$ cat src/rtl/multdiv_control.sv
// Sequencer for the iterative multiply/divide datapath: LOAD, N RUN steps, then DONE.
// Divide support (mode/rem_sign decode) is built only when MULTDIV_CONTROL_DIV_EN is defined.
module multdiv_control #(
    parameter int WIDTH  = 32,
    parameter int STEP_W = $clog2(WIDTH) + 1
) (
    input  logic              clock,
    input  logic              reset,
    input  logic              start,
    input  logic              mode,
    input  logic [2:0]        booth_bits,
    input  logic              rem_sign,
    output logic              busy,
    output logic              load,
    output logic              shift,
    output logic [2:0]        op,
    output logic [STEP_W-1:0] step,
    output logic              done
);

    typedef enum logic [1:0] {IDLE, LOAD, RUN, DONE} state_t;

    localparam logic [2:0] OP_NONE = 3'd0;
    localparam logic [2:0] OP_ADD  = 3'd1;
    localparam logic [2:0] OP_ADD2 = 3'd2;
    localparam logic [2:0] OP_SUB  = 3'd3;
    localparam logic [2:0] OP_SUB2 = 3'd4;

    localparam logic [STEP_W-1:0] MUL_LAST = STEP_W'(WIDTH / 2 - 1);

    state_t            state_reg, state_next;
    logic [STEP_W-1:0] step_reg, step_next;
    logic [STEP_W-1:0] last_step;
    logic [2:0]        booth_op;

`ifdef MULTDIV_CONTROL_DIV_EN
    localparam logic [STEP_W-1:0] DIV_LAST = STEP_W'(WIDTH - 1);

    logic mode_reg, mode_next;

    assign last_step = mode_reg ? DIV_LAST : MUL_LAST;
`else
    logic unused_inputs;

    assign unused_inputs = ^{mode, rem_sign};
    assign last_step     = MUL_LAST;
`endif

    always_ff @(posedge clock or negedge reset) begin
        if (!reset) begin
            state_reg <= IDLE;
            step_reg  <= '0;
`ifdef MULTDIV_CONTROL_DIV_EN
            mode_reg  <= 1'b0;
`endif
        end else begin
            state_reg <= state_next;
            step_reg  <= step_next;
`ifdef MULTDIV_CONTROL_DIV_EN
            mode_reg  <= mode_next;
`endif
        end
    end

    // mode is captured only when a start is accepted (IDLE or DONE)
    always_comb begin
        state_next = state_reg;
        step_next  = step_reg;
`ifdef MULTDIV_CONTROL_DIV_EN
        mode_next  = mode_reg;
`endif
        case (state_reg)
            IDLE: begin
                if (start) begin
                    state_next = LOAD;
                    step_next  = '0;
`ifdef MULTDIV_CONTROL_DIV_EN
                    mode_next  = mode;
`endif
                end
            end
            LOAD: begin
                state_next = RUN;
                step_next  = '0;
            end
            RUN: begin
                if (step_reg == last_step) begin
                    state_next = DONE;
                end else begin
                    step_next = step_reg + STEP_W'(1);
                end
            end
            DONE: begin
                if (start) begin
                    state_next = LOAD;
                    step_next  = '0;
`ifdef MULTDIV_CONTROL_DIV_EN
                    mode_next  = mode;
`endif
                end else begin
                    state_next = IDLE;
                end
            end
            default: state_next = IDLE;
        endcase
    end

    // radix-4 Booth recoding of the current multiplier window
    always_comb begin
        booth_op = OP_NONE;
        case (booth_bits)
            3'b001, 3'b010: booth_op = OP_ADD;
            3'b011:         booth_op = OP_ADD2;
            3'b100:         booth_op = OP_SUB2;
            3'b101, 3'b110: booth_op = OP_SUB;
            default:        booth_op = OP_NONE;
        endcase
    end

    always_comb begin
        op = OP_NONE;
`ifdef MULTDIV_CONTROL_DIV_EN
        if (state_reg == RUN && mode_reg) begin
            op = (step_reg == '0 || !rem_sign) ? OP_SUB : OP_ADD;
        end else if (state_reg == RUN) begin
            op = booth_op;
        end else if (state_reg == DONE && mode_reg && rem_sign) begin
            op = OP_ADD;
        end
`else
        if (state_reg == RUN) begin
            op = booth_op;
        end
`endif
    end

    assign busy  = (state_reg != IDLE);
    assign load  = (state_reg == LOAD);
    assign shift = (state_reg == RUN);
    assign done  = (state_reg == DONE);
    assign step  = step_reg;

endmodule

$ cat config.mk
export PLATFORM = sky130hd
export DESIGN_NAME = multdiv_control
export DESIGN_NICKNAME = d
export VERILOG_FILES = /design/src/rtl/multdiv_control.sv
export SDC_FILE = /design/constraint.sdc
export NUM_CORES = 1
export LEC_CHECK = 0
export ABC_AREA = 1
export CAP_MARGIN = 20
export CORE_MARGIN = 2
export CORE_UTILIZATION = 46
export DETAILED_ROUTE_END_ITERATION = 6
export GPL_TIMING_DRIVEN = 0
export PLACE_DENSITY_LB_ADDON = 0.2
export SYNTH_ARGS = -nofsm -noshare
export SYNTH_HDL_FRONTEND = slang
export SYNTH_SLANG_ARGS = --single-unit
$ cat constraint.sdc
create_clock -name clock -period 2.6 [get_ports clock]
set_clock_uncertainty 0.2 [all_clocks]
set_input_delay 0.52 -clock clock [delete_from_list [all_inputs] [get_ports clock]]
set_output_delay 0.52 -clock clock [all_outputs]
set_load 0.1 [all_outputs]
==> summary.txt, run 1 <==
FLOORPLAN
---------------------------------------------------------------------------------------
Die X-Extent                                                                    40.2 um
Height of the die                                                               40.2 um
Row count                                                                            13
Initial Utilization                                                               48.1%
Top-Level Pins                                                                       21
Area of the die                                                            0.00161 sq mm
Core area                                                                  0.00125 sq mm

STA
---------------------------------------------------------------------------------------
Fin. max-slew vios                                                                    0
Minimum clock period after layout                                               2.54 ns
Slew at the pin closest to its max-slew limit                                  0.966 ns
Final-report hold violation count                                                     0
Total of endpoints with negative setup slack in the final report                      0
Fraction of the cycle the final worst path needs                                  97.6%
Minimum hold slack                                                             0.337 ns
Min setup slack post-route                                                    0.0625 ns
Normalized max-slew margin                                                        35.5%
Highest achievable clock rate                                                   394 MHz
Setup repair after global routing missed its margin                                  no

GRT
---------------------------------------------------------------------------------------
Maximum number of pins on one net before global-route repair                         11
Number of antenna violations at the first check in global routing                     0
First-pass GRT wire length                                                      1880 um
Via count of the first global-routing pass                                          451
GRT Total Usage                                                                   18.0%
Remaining global-route overflow                                                       0

CLOCK TREE
---------------------------------------------------------------------------------------
Number of post-CTS setup repair buffers                                               0
Clock buffer depth                                                                    2
Number of sinks driven by the clock tree                                              8
Clock latency at the later pin of the worst-skew pair                           0.26 ns
H-tree depth                                                                          1
TritonCTS clock tree                                                               done
Number of buffers created by CTS                                                      3
CTS clk-pin slew, worst paths                                                   0.06 ns
Master cell of the clock root buffer                                       sky130_fd_sc_hd__clkbuf_4

PLACEMENT
---------------------------------------------------------------------------------------
Detailed placement HPWL                                                          877 um
Cell count after placement                                                          108
Routability congestion estimate                                                   0.679
Instance area after placement                                                 846 sq um
Setup WS pre-CTS                                                              -0.742 ns
Number of buffer cells added on primary ports                                        18

LOGIC SYNTHESIS
---------------------------------------------------------------------------------------
Per-instance average area after synthesis                                    8.02 sq um
#FFs+latches synth                                                                    8
Leading cell types by count after synthesis                                19 x sky130_fd_sc_hd__nand2_1, 8 x sky130_fd_sc_hd__dfrtp_1, 8 x sky130_fd_sc_hd__nand3_1, 7 x sky130_fd_sc_hd__inv_1
Share of Yosys cell area claimed by the top area cell type                        33.3%
Number of warnings reported in the yosys synthesis log                                0
Number of different library cells in the post-synthesis netlist                      21
Cell area after synthesis                                                     602 sq um
Syn Inst Count                                                                       75
Share of async-settable or async-resettable flops after synthesis                  100%
Sequential share of the synthesized area                                          33.3%
Top FF cell, synth                                                         sky130_fd_sc_hd__dfrtp_1
Cell taking the most area after synthesis                                  sky130_fd_sc_hd__dfrtp_1
Most common cell in the netlist                                            sky130_fd_sc_hd__nand2_1
Count of flip-flops with a built-in enable after synthesis                            0
Synthesized net count                                                                89
Cell types occupying the most area after synthesis                         sky130_fd_sc_hd__dfrtp_1 33%, sky130_fd_sc_hd__ha_1 12%, sky130_fd_sc_hd__nand2_1 12%, sky130_fd_sc_hd__o21ai_2 8.7%, sky130_fd_sc_hd__nand3_1 6.7%

CRITICAL PATH
---------------------------------------------------------------------------------------
Arrival time at the worst endpoint                                              1.82 ns
Crit path buf inv count                                                               1
Maximum fanout along the worst path                                                   5
Kind of launch point of the worst setup path                                       flop
Req. time, crit path                                                            1.88 ns
Max stage delay cell, worst path                                           sky130_fd_sc_hd__clkdlybuf4s50_1
Peak per-stage delay on the critical path                                       1.16 ns
Cell family with most CP delay                                             buffers and inverters
Crit path cell chain                                                       clkdlybuf4s50_1
Element type at the critical path end                                      primary output
Worst Setup Path Type                                                           reg2out

POWER AND IR DROP
---------------------------------------------------------------------------------------
Worst VDD drop                                                                 0.754 mV
Leakage                                                                        0.449 nW
Total power per unit cell area                                             1220 mW/mm^2

LAYOUT
---------------------------------------------------------------------------------------
Sequential cell area                                                          200 sq um
# nets final                                                                        112
Area of the multi-input gates                                                 395 sq um
Final std cells w/o fill                                                            111
Final core occ                                                                    68.6%
Number of flip-flops under the largest register name                                  6
Final non-filler cell area                                                    860 sq um
Fillers                                                                             100
Layout Area Growth over Synthesis                                                 42.8%
# diodes                                                                              0
Share of cells above drive strength 1                                             28.1%

DRT
---------------------------------------------------------------------------------------
Post-detailed-route DRC marker count                                                  0
Total via count after detailed routing                                              550
First-pass iteration count of the detailed router                                     4
Number of nets with antenna violations after detailed routing                         0
Wire length per cell after detailed routing                                     10.5 um
Number of violations reported at the end of detailed-routing iteration 0              6
Post-detailed-routing wire length                                               1170 um
Vias per std cell                                                                  4.95

JOB
---------------------------------------------------------------------------------------
Maxcap violations                                                                     0

OUTCOME
---------------------------------------------------------------------------------------
Result of the run                                                          finished, final reports clean

WORST HOLD PATH
---------------------------------------------------------------------------------------
Class of the tightest hold or removal check                                    in2async

report_power, final:
| group | internal (W) | switching, W | total [W] |
|---|---|---|---|
| Clock | 0.0000531 | 0.0000459 | 0.0000990 |
| Combinational | 0.000182 | 0.000576 | 0.000759 |
| Sequential | 0.000153 | 0.0000405 | 0.000193 |
| Total | 0.000388 | 0.000663 | 0.00105 |
cell type report:
| type | instances | share of cell area, % |
|---|---|---|
| Inverter | 7 | 3.35 |
| Tap cell | 15 | 2.18 |
| Clock buffer | 3 | 2.62 |
| Sequential cell | 8 | 23.3 |
| Timing Repair Buffer | 18 | 19.9 |
| Multi-Input combinational cell | 58 | 46.0 |
| Buffer | 2 | 2.62 |
path summary, 6_finish.rpt:
kind / endpoint / startpoint / slack, ns / cells past startpoint
min in group clock: step[3] / step[3] / 0.36 / 2
min: step[3] / reset / 0.34 / 1
max in group asynchronous: step[0] / reset / 1.59 / 1
max reg2reg: step[1] / state_reg[1] / 0.94 / 6
min reg2reg: step[3] / step[3] / 0.36 / 2
max: step[1] / step[1] / 0.06 / 1
kinds of logic after synthesis:
family | after synthesis | share of synthesized area [%]
buffers and inverters | 9 | 7.49
DFF | 8 | 33.3
and+or+nand+nor | 38 | 29.5
AOI/OAI and AO/OA | 13 | 15.8
xor gates and xnor gates | 1 | 1.46
adders and majority gates | 6 | 12.5
repair_timing:
item	in CTS	in global routing
hold endpoints to repair	0	0
hold buffers	0	0
pin swaps	0	0
gates resized for setup	21	7
endpoints found under the setup margin	7	6
routing by layer:
layer | wire length (um) | share of wire (%) | global-route usage [%]
met1 | 537 | 46 | 20.3
met2 | 542 | 46 | 29.0
met3 | 84 | 7.2 | 10.0
met4 | 6 | 0.51 | 5.00
met5 | 0 | 0 | 0
layout by cell type (no fill, tap or decap), drive strengths merged, types with 5 or more instances in the layout:
cell | netlist | final
ha | 6 | 6
o21ai | 9 | 9
dfrtp | 8 | 8
nand3 | 9 | 9
nor2 | 5 | 5
inv | 7 | 7
nand2 | 20 | 20
clkdlybuf4s50 | 0 | 7
buf | 2 | 5
metrics by stage:
stage	TNS, ns	power [W]
3_5_place_dp	-1.94	0.000987
5_1_grt	0	0.00111
4_1_cts	0	0.00107
3_3_place_gp	-1.92	0.000981
6_report	0	0.00105
2_1_floorplan	-0.00400	0.000850
No activity file was read; power rests on OpenSTA's default activity.
==> inputs of run 2 (changes only) <==
--- a/config.mk
+++ b/config.mk
@@ -11,6 +11,7 @@
 export CORE_UTILIZATION = 46
 export DETAILED_ROUTE_END_ITERATION = 6
 export GPL_TIMING_DRIVEN = 0
+export MAX_ROUTING_LAYER = met4
 export PLACE_DENSITY_LB_ADDON = 0.2
 export SYNTH_ARGS = -nofsm -noshare
 export SYNTH_HDL_FRONTEND = slang
==> summary.txt, run 2 (synthesized netlist as in run 1, its figures left out) <==
OUTCOME
---------------------------------------------------------------------------------------
Result of the run                                                          finished, final reports clean

CRITICAL PATH
---------------------------------------------------------------------------------------
Element type at the critical path end                                      primary output
Arrival time at the worst endpoint                                              1.82 ns
Number of stages on the worst setup path                                              1
Peak per-stage delay on the critical path                                       1.16 ns
Max stage delay cell, worst path                                           sky130_fd_sc_hd__clkdlybuf4s50_1
Crit path cell chain                                                       clkdlybuf4s50_1
Req. time, crit path                                                            1.88 ns
Maximum fanout along the worst path                                                   5
Kind of launch point of the worst setup path                                       flop
Cell family with most CP delay                                             buffers and inverters
Crit path buf inv count                                                               1
Worst Setup Path Type                                                           reg2out
Worst-case reg-to-reg path depth                                                      6

STA
---------------------------------------------------------------------------------------
Fraction of the cycle the final worst path needs                                  97.6%
Total of endpoints with negative setup slack in the final report                      0
Min setup slack post-route                                                    0.0620 ns
Highest achievable clock rate                                                   394 MHz
Final total negative setup slack                                                   0 ns
Setup repair after global routing missed its margin                                  no
Minimum clock period after layout                                               2.54 ns
Fin. max-slew vios                                                                    0
Normalized max-slew margin                                                        35.5%
Final-report hold violation count                                                     0
Slew at the pin closest to its max-slew limit                                  0.966 ns

CLOCK TREE
---------------------------------------------------------------------------------------
Clock latency at the later pin of the worst-skew pair                           0.26 ns
Clock buffer depth                                                                    2
Number of sinks driven by the clock tree                                              8
Master cell of the clock root buffer                                       sky130_fd_sc_hd__clkbuf_4
H-tree depth                                                                          1
Number of post-CTS setup repair buffers                                               0
TritonCTS clock tree                                                               done
Number of buffers created by CTS                                                      3
CTS clk-pin slew, worst paths                                                   0.06 ns
Hold-fix buffer count after cts                                                       0

POWER AND IR DROP
---------------------------------------------------------------------------------------
Total power per unit cell area                                             1220 mW/mm^2
Leakage                                                                        0.449 nW
Worst VDD drop                                                                 0.754 mV

GRT
---------------------------------------------------------------------------------------
GRT Total Usage                                                                   18.4%
Via count of the first global-routing pass                                          451
Number of antenna violations at the first check in global routing                     0
First-pass GRT wire length                                                      1860 um
Remaining global-route overflow                                                       0
Maximum number of pins on one net before global-route repair                         11

LAYOUT
---------------------------------------------------------------------------------------
Commonest cells after routing, fill and taps aside                         19 x sky130_fd_sc_hd__nand2_1, 8 x sky130_fd_sc_hd__nand3_1, 8 x sky130_fd_sc_hd__dfrtp_1
Commonest non-fill, non-tap cell in the layout                             sky130_fd_sc_hd__nand2_1
Share of cells above drive strength 1                                             28.1%
Final non-filler cell area                                                    860 sq um
# diodes                                                                              0
# nets final                                                                        112
Final std cells w/o fill                                                            111
Number of flip-flops under the largest register name                                  6
Layout Area Growth over Synthesis                                                 42.8%

FLOORPLAN
---------------------------------------------------------------------------------------
Top-Level Pins                                                                       21
Height of the die                                                               40.2 um
Core area                                                                  0.00125 sq mm
Area of the die                                                            0.00161 sq mm
Die X-Extent                                                                    40.2 um
Row count                                                                            13
Initial Utilization                                                               48.1%

DRT
---------------------------------------------------------------------------------------
Vias per std cell                                                                  4.99
Total via count after detailed routing                                              554
Number of violations reported at the end of detailed-routing iteration 0              4
Number of nets with antenna violations after detailed routing                         0
Post-detailed-routing wire length                                               1160 um
Wire length per cell after detailed routing                                     10.5 um
First-pass iteration count of the detailed router                                     4
Post-detailed-route DRC marker count                                                  0

PLACEMENT
---------------------------------------------------------------------------------------
Number of buffer cells added on primary ports                                        18
Setup WS pre-CTS                                                              -0.742 ns
Cell count after placement                                                          108
Routability congestion estimate                                                   0.685
Instance area after placement                                                 846 sq um
Detailed placement HPWL                                                          877 um

WORST HOLD PATH
---------------------------------------------------------------------------------------
Class of the tightest hold or removal check                                    in2async

JOB
---------------------------------------------------------------------------------------
Maxcap violations                                                                     0

-- run 2: cell counts in the layout (fill, tap and decap cells not counted) --
No cell type changed its count.
-- run 2: metrics by stage --
step / power [W] / utilization, % / hold slack [ns]
final: 0.00105 / 68.6 / 0.337
after global routing: 0.00111 / 68.6 / 0.364
after CTS: 0.00107 / 68.5 / 0.350
after detailed placement: 0.000987 / 67.5 / 0.351
after global placement: 0.000981 / 67.5 / 0.340
after floorplan: 0.000850 / - / 0.0244
-- run 2: path summary, 6_finish.rpt --
| path | slack, ns | start | end |
|---|---|---|---|
| max | 0.06 | step[1] | step[1] |
| min | 0.34 | reset | step[3] |
| max reg2reg | 0.95 | state_reg[1] | step[1] |
| min reg2reg | 0.36 | step[5] | step[5] |
| max in group asynchronous | 1.59 | reset | step[0] |
| min in group clock | 0.36 | step[5] | step[5] |
-- run 2: worst reg2reg max path, stage by stage, from the launching register on --
cell and delay [ns]:
sky130_fd_sc_hd__dfrtp_1 0.44, sky130_fd_sc_hd__inv_1 0.12, sky130_fd_sc_hd__ha_1 0.33, sky130_fd_sc_hd__o21ai_2 0.18, sky130_fd_sc_hd__buf_6 0.18, sky130_fd_sc_hd__nand2_1 0.08
sky130_fd_sc_hd__o21ai_2 0.05
-- run 2: metal layers --
| layer | global-route usage, % | vias up | routed length [um] |
|---|---|---|---|
| li1 | - | 289 | - |
| met1 | 20.0 | 245 | 520 |
| met2 | 29.0 | 18 | 547 |
| met3 | 10.0 | 2 | 83 |
| met4 | 5.00 | 0 | 8 |
| met5 | - | - | 0 |
-- run 2: final cells by class --
class                           instances  area, sq um
Buffer                                  2         22.5
Clock buffer                            3         22.5
Fill cell                             100          393
Inverter                                7         28.8
Multi-Input combinational cell         58          395
Sequential cell                         8          200
Tap cell                               15         18.8
Timing Repair Buffer                   18          171
-- run 2: what timing repair did --
action / in CTS / in global routing
setup endpoints to repair: 7 / 6
hold endpoints to repair: 0 / 0
resized for setup: 21 / 7
-- run 2: where the power goes --
group	internal (W)	leakage, nW	total, W	switching [W]
Combinational	0.000182	0.328	0.000758	0.000576
Sequential	0.000153	0.107	0.000193	0.0000405
Clock	0.0000531	0.0138	0.0000991	0.0000460
Total	0.000388	0.449	0.00105	0.000663
